**config.mk**
```make
export PLATFORM = sky130hd
export DESIGN_NAME = fifo_rd_arb
export DESIGN_NICKNAME = d
export VERILOG_FILES = /design/src/rtl/fifo_arb_pkg.sv /design/src/rtl/rr_arb2.sv /design/src/rtl/fifo_rd_arb.sv
export SDC_FILE = /design/constraint.sdc
export NUM_CORES = 1
export LEC_CHECK = 0
export ABC_CLOCK_PERIOD_IN_PS = 2100
export CORE_MARGIN = 2
export CORE_UTILIZATION = 40
export CTS_CLUSTER_DIAMETER = 40
export CTS_CLUSTER_SIZE = 14
export DETAILED_ROUTE_END_ITERATION = 16
export PLACE_DENSITY = 0.81
export REMOVE_ABC_BUFFERS = 1
export SYNTH_ARGS = -nofsm -noshare
export SYNTH_HDL_FRONTEND = slang
export SYNTH_SLANG_ARGS = --single-unit
```
**constraint.sdc**
```tcl
create_clock -name clk_50M -period 2.1 [get_ports clk_50M]
set_input_delay 0.42 -clock clk_50M [delete_from_list [all_inputs] [get_ports clk_50M]]
set_output_delay 0.42 -clock clk_50M [all_outputs]
set_load 0.05 [all_outputs]
```
**src/rtl/fifo_arb_pkg.sv**
```systemverilog
// Shared definitions for the FIFO read-port arbiter: consumer count,
// FIFO read latency and the scheduler state encoding.
package fifo_arb_pkg;

   localparam int NUM_REQ = 2;
   localparam int RD_LAT  = 1;

   typedef enum logic [1:0] {
      IDLE  = 2'd0,
      READ  = 2'd1,
      DRAIN = 2'd2,
      DONE  = 2'd3
   } state_t;

endpackage

```
**src/rtl/rr_arb2.sv**
```systemverilog
// Two-way round-robin picker: a lone requester wins outright, a tie goes
// to the consumer that was not granted last.
module rr_arb2
   import fifo_arb_pkg::*;
(
   input  logic [NUM_REQ-1:0] req,
   input  logic               last_gnt,
   input  logic               enable,
   output logic [NUM_REQ-1:0] pick
);

   always_comb begin
      pick = '0;
      if (enable) begin
         case (req)
            2'b01:   pick = 2'b01;
            2'b10:   pick = 2'b10;
            2'b11:   pick = last_gnt ? 2'b01 : 2'b10;
            default: pick = '0;
         endcase
      end
   end

endmodule

```
**src/rtl/fifo_rd_arb.sv**
```systemverilog
// Read-side scheduler for the shared FIFO: grants fixed-length bursts to two
// consumers in round-robin order and steers the returned words with one-hot valids.
module fifo_rd_arb
   import fifo_arb_pkg::*;
#(
   parameter int DATA_W    = 8,
   parameter int CNT_W     = 9,
   parameter int BURST_LEN = 16
) (
   input  logic               clk_50M,
   input  logic               rst_n,
   input  logic [CNT_W-1:0]   fifo_rd_count,
   input  logic               fifo_empty,
   input  logic [DATA_W-1:0]  fifo_rd_data,
   output logic               fifo_rd_en,
   input  logic [NUM_REQ-1:0] req,
   output logic [NUM_REQ-1:0] gnt,
   output logic [DATA_W-1:0]  dout,
   output logic [NUM_REQ-1:0] dout_vld,
   output logic [NUM_REQ-1:0] burst_done
);

   localparam int                BEAT_W    = $clog2(BURST_LEN + 1);
   localparam logic [BEAT_W-1:0] LAST_BEAT = BEAT_W'(BURST_LEN - 1);
   localparam logic [CNT_W-1:0]  MIN_COUNT = CNT_W'(BURST_LEN);

   state_t               state, state_nxt;
   logic [NUM_REQ-1:0]   gnt_nxt;
   logic [NUM_REQ-1:0]   pick;
   logic [BEAT_W-1:0]    beat_cnt, beat_nxt;
   logic                 last_gnt, last_nxt;
   logic [RD_LAT-1:0]    rd_en_sr;
   logic                 arb_en;

   // A burst may only start once the FIFO already holds every word of it.
   assign arb_en = (state == IDLE) && (req != '0) && (fifo_rd_count >= MIN_COUNT);

   rr_arb2 u_rr_arb2 (
      .req      (req),
      .last_gnt (last_gnt),
      .enable   (arb_en),
      .pick     (pick)
   );

   assign fifo_rd_en = (state == READ) && !fifo_empty;
   assign dout       = fifo_rd_data;
   assign dout_vld   = gnt & {NUM_REQ{rd_en_sr[RD_LAT-1]}};
   assign burst_done = (state == DONE) ? gnt : '0;

   always_comb begin
      // NOTE: every output of this block gets a default first, so no path
      // through the case statement can leave one unassigned and infer a latch.
      state_nxt = state;
      gnt_nxt   = gnt;
      beat_nxt  = beat_cnt;
      last_nxt  = last_gnt;
      case (state)
         IDLE: begin
            if (pick != '0) begin
               gnt_nxt   = pick;
               beat_nxt  = '0;
               state_nxt = READ;
            end
         end
         READ: begin
            // Empty cycles stall the burst; only issued reads advance it.
            if (fifo_rd_en) begin
               beat_nxt = beat_cnt + 1'b1;
               if (beat_cnt == LAST_BEAT) state_nxt = DRAIN;
            end
         end
         DRAIN: state_nxt = DONE;
         DONE: begin
            last_nxt  = gnt[1];
            gnt_nxt   = '0;
            state_nxt = IDLE;
         end
         default: state_nxt = IDLE;
      endcase
   end

   // NOTE: state is updated with non-blocking assignments so every register
   // samples the pre-edge values, independent of statement order.
   always_ff @(posedge clk_50M or negedge rst_n) begin
      if (!rst_n) begin
         state    <= IDLE;
         gnt      <= '0;
         beat_cnt <= '0;
         last_gnt <= 1'b1;
         rd_en_sr <= '0;
      end else begin
         state    <= state_nxt;
         gnt      <= gnt_nxt;
         beat_cnt <= beat_nxt;
         last_gnt <= last_nxt;
         rd_en_sr <= RD_LAT'({rd_en_sr, fifo_rd_en});
      end
   end

endmodule

```
## Yosys cells after proc, flatten, opt, wreduce, memory -nomap -nowiden

Cells that the tools add are included.

| operators by class | value |
|---|---|
| $add $sub $neg | 1 |
| div/mod/pow operators | 0 |
| reduce and logical (&&, ||, !) cells | 12 |
| shift operators | 0 |
| mux-type cells | 13 |
| bitwise gates (word level) | 1 |
| order comparisons | 1 |
| eq/ne operators | 10 |
| multipliers | 0 |

Operators by type and width:

| kind | count |
|---|---|
| 2-bit two-way mux | 7 |
| 5-bit two-way mux | 2 |
| 5-bit one-hot mux with 2 select lines | 1 |
| 9-bit by 5-bit greater-or-equal comparator with 1-bit output (second input constant) | 1 |
| 2-bit == test (second input constant) | 4 |
| 2-bit one-hot mux with 4 select lines | 1 |
| 2-bit nonzero test | 4 |
| 2-bit one-hot mux with 3 select lines | 1 |
| 3-bit AND reduction | 2 |
| 5-bit by 1-bit adder with 5-bit output (second input constant) | 1 |
| 5-bit by 4-bit == test with 1-bit output (second input constant) | 1 |
| 2-bit by 1-bit == test with 1-bit output (second input constant) | 2 |
| 2-bit by 1-bit != test with 1-bit output (second input constant) | 2 |
| 2-bit one-hot mux with 2 select lines | 1 |
| 1-bit logical AND | 3 |
| 2-bit bitwise AND | 1 |
| 2-bit zero test | 1 |
| 2-bit != test (second input constant) | 1 |
| 2-bit AND reduction | 1 |
| 1-bit zero test | 1 |

| storage, ports and cells | value |
|---|---|
| bits of input ports | 22 |
| logic and storage cells | 43 |
| bits in read-only memories | 0 |
| bits in writable memories | 0 |
| register bits | 11 |
| memories | 0 |
| latch bits | 0 |

## Logic depth before layout (Yosys ltp)

| logic depth | value |
|---|---|
| depth in word-level cells | 7 |
| mapped depth | 7 |
| gate-level depth less buffers | 6 |

## By module

A second synthesis with hierarchy kept.

| unflattened totals | value |
|---|---|
| cells, all modules | 80 |
| area, all modules | 782.0 µm² |

Modules (own cells, without submodules):

| module | seq. area each (µm²) | area an instance (µm²) | instances | cells an instance |
|---|---|---|---|---|
| fifo_rd_arb | 276.5 | 760.7 | 1 | 75 |
| rr_arb2 | 0.0 | 21.3 | 1 | 5 |

## Worst setup path after synthesis

OpenSTA, ideal clock, no wires.

| path | value |
|---|---|
| path kind | register to output |
| from | register state[1] |
| to | output port fifo_rd_en |
| stages on the path, launching flop included | 5 |
| arrival time | 1.198 ns |
| setup slack | 0.482 ns |
| required time | 1.680 ns |
| cells stage by stage | dfrtp_1 -> inv_1 -> ha_1 -> nand2b_1 -> inv_1 |

| between the ends | value |
|---|---|
| word-level cells in the longest chain between the ends | 2 |

Ends and longest elaborated chain:

| item | RTL line | RTL |
|---|---|---|
| from (decl) | fifo_rd_arb.sv:27 | `state_t state, state_nxt;` |
| from (signal assigned) | fifo_rd_arb.sv:92 | `state <= state_nxt;` |
| 2-bit by 1-bit == test with 1-bit output | fifo_rd_arb.sv:45 | `assign fifo_rd_en = (state == READ) && !fifo_empty;` |
| 1-bit logical AND | fifo_rd_arb.sv:45 |  |
| to (decl) | fifo_rd_arb.sv:15 | `output logic fifo_rd_en,` |

Every way passes these cells.

## Worst setup path in the final report

| path | value |
|---|---|
| from | register gnt[1] |
| to | output port gnt[1] |

RTL lines:

| item | RTL line | RTL |
|---|---|---|
| from (decl) | fifo_rd_arb.sv:17 | `output logic [NUM_REQ-1:0] gnt,` |
| from (signal assigned) | fifo_rd_arb.sv:93 | `gnt <= gnt_nxt;` |

No word-level cell between the ends.

==> metrics.md <==
| Metric | Value |
|---|---|
| Worst Hold Class | `in2async` |
| GRT Total Usage | `16.1%` |
| # H-tree levels | `1` |
| Internal power | `619 uW` |
| Sw frac | `44.3%` |
| Max Clk Rate | `around 510 MHz` |
| Nets@finish | `121` |
| Slew HR | `65.3%` |
| Synth-to-Final Area Change | `19.1%` |
| Primary FF master, synth | `dfrtp_1` |
| Final min period | `1.97 ns` |
| Met3 GRT Util | `7.10%` |
| Pins Over Slew Limit | `0` |
| CTS clock-pin slew for the worst setup and hold paths | `0.08 ns` |
| Largest area contributor in the netlist | `dfrtp_1` |
| Final ANT Viol Nets | `0` |
| Met2 Use GR | `27.3%` |
| Least-Margin Pin Slew | `0.519 ns` |
| Drc violations | `0` |
| CTS tree | `yes` |
| Static Leak | `0.000452 uW` |
| Sequential power share | `between 30% and 40%` |
| Power Dens Cells | `1180 mW/mm2` |
| Clock Latency Late Sink | `0.27 ns` |
| Vias in the first global route | `654` |
| Placer Congestion | `0.867` |
| Crit path launch type | `flip-flop` |
| Post-synth top cells | `dfrtp_1, buf_4, inv_1` |
| Clk root buf | `clkbuf_4` |
| Crit end category | `output port` |
| Ys Warns | `0` |
| Initial antenna violation count | `0` |
| Synth Cell Area | `792 um2` |
| Comb power frac | `56.0%` |
| Worst VDD drop | `between 400 and 500 uV` |
| RSZ-0062 raised after global routing | `no` |
| CP Cell Sequence | `clkdlybuf4s50_1` |
| Status | `completed` |
| Chip height | `48.5 um` |
| Die Wd | `slightly below 50 um` |
| #FFs+latches synth | `11` |
| Wire per inst | `14.5 um` |
| Setup TNS | `0 ns` |
| Endpoints failing hold | `0` |
| Reg2Reg Capture Point | `beat_cnt[0]` |
| Syn Inst Count | `80` |
| Placed standard-cell area | `915 um2` |
| Max Buffers Root-to-Sink | `2` |
| Post-synth top area share | `a little under a third` |
| R2R cell count | `6` |
| Initial Util | `41.2%` |
| Max-Cap Viols | `0` |
| I/O pin cnt | `37` |
| Tcrit/Tclk final | `93.7%` |
| Worst path depth | `1` |
| Post-route clock skew | `0.00484 ns` |
| Fin Hold WS | `0.490 ns` |
| Vias per cell | `5.34` |
| Post-synth EDFFs | `0` |
| Ranking of synthesized cells by area | `dfrtp_1, ha_1, buf_4, and3_1, inv_1` |
| NetSw | `slightly below 500 uW` |
| DR vias | `630` |
| Port buffer count | `16` |
| Worst-path maximum fanout | `6` |
| Iteration-0 DRC Markers | `11` |
| Data required, critical path | `about 1.7 ns` |
| Dominant cell by count in the synthesized netlist | `dfrtp_1` |
| Worst reg-to-reg setup slack | `0.31 ns` |
| Largest net degree at the start of global routing | `12` |
| Slowest stage delay, CP | `0.84 ns` |
| First-pass GRT wire length | `2.93 mm` |
| Synth cell types | `29` |
| WP data arrival | `1.55 ns` |
| Slowest stage cell, crit path | `clkdlybuf4s50_1` |
| Worst path top cell family by delay | `buffers and inverters` |
| CTS Buf Count | `3` |
| Die area | `0.00235 mm2` |
| Core area | `approximately 0.0019 mm2` |
| DRT Pass-1 Iters | `2` |
| Gr busiest metal | `met2` |
| Worst R2R Start | `state[0]` |
| Setup violators final | `0` |
| Standard-cell row count | `16` |
| Sequential-to-total area share from yosys stat | `34.9%` |
| Clock power frac | `13.3%` |
| Share of cells above drive strength 1 | `23.1%` |
| Critical path class | `reg2out` |
| Total wire length | `1.72 mm` |
| # diodes | `0` |
| Crit path buf inv count | `1` |
| Async SR Flop Fraction | `100%` |
| Met1 Usage GRT | `16.7%` |
| CTS sink count | `11` |
| Final Cell Area | `943 um2` |
| Global route overflow | `0` |
| Synthesized area per cell | `9.90 um2` |
repair_timing:
action	4_1_cts	5_1_grt
hold buffers	0	0
gates resized for setup	0	1
buffers inserted	0	0
setup endpoints to repair	0	1
sequential cells by signal (all words and copies together), names as in the netlist:
| register | count |
|---|---|
| rd_en_sr | 1 |
| last_gnt | 1 |
| gnt | 2 |
| beat_cnt | 5 |
| state | 2 |
worst max-delay path by stage:
stage | from | end | slack [ns]
2_1_floorplan | state[1] | fifo_rd_en | 0.48
3_3_place_gp | req[1] | beat_cnt[2] | 0.24
3_5_place_dp | req[0] | state[1] | 0.24
4_1_cts | state[1] | fifo_rd_en | 0.07
5_1_grt | state[1] | fifo_rd_en | 0.03
6_report | gnt[1] | gnt[1] | 0.13
cell families after synthesis:
logic type / share of synthesized area [%]
simple gates: 17.7
fa+ha+maj: 11.1
mux: 5.84
compound gates: 17.7
buf+inv: 12.8
flops: 34.9
area by class of cell:
type | count | area (um2)
Inverter | 8 | 30.0
Sequential cell | 11 | 277
Tap cell | 27 | 33.8
Clock buffer | 4 | 26.3
Timing Repair Buffer | 16 | 160
Multi-Input combinational cell | 52 | 417
Fill cell | 190 | 978
per-stage QoR:
step | power [uW] | util [%] | instances | setup slack, ns
after global routing | 1200 | 49.1 | 118 | 0.0263
after CTS | 1110 | 49.0 | 118 | 0.0715
after global placement | 925 | 47.6 | 114 | 0.242
after detailed placement | 961 | 47.6 | 114 | 0.237
after floorplan | 781 | - | 71 | 0.482
final | 1110 | 49.1 | 118 | 0.132
power by group through the flow:
stage,Combinational [uW],Clock (uW),Sequential [uW]
3_5_place_dp,615,0,346
6_report,623,147,342
3_3_place_gp,586,0,340
2_1_floorplan,412,0,369
4_1_cts,619,148,341
5_1_grt,684,163,354
layout by cell type (no fill, tap or decap), types with 2 or more instances in the layout:
cell type,n
ha_1,6
buf_4,4
clkbuf_4,3
nand2b_1,2
nand2_1,3
a22oi_1,2
nand3_1,3
and3_1,5
dfrtp_1,10
a21oi_1,2
clkdlybuf4s50_1,11
o21ai_2,2
mux2i_1,2
and2_1,4
nor2_1,5
a22o_2,2
o21ai_0,2
inv_1,8
metal layers:
metal,wire length [um],vias up
met3,141,6
met1,670,298
met5,0,-
met4,44,0
met2,859,34
li1,-,292
Note: power is estimated with default switching activity, not from simulation.
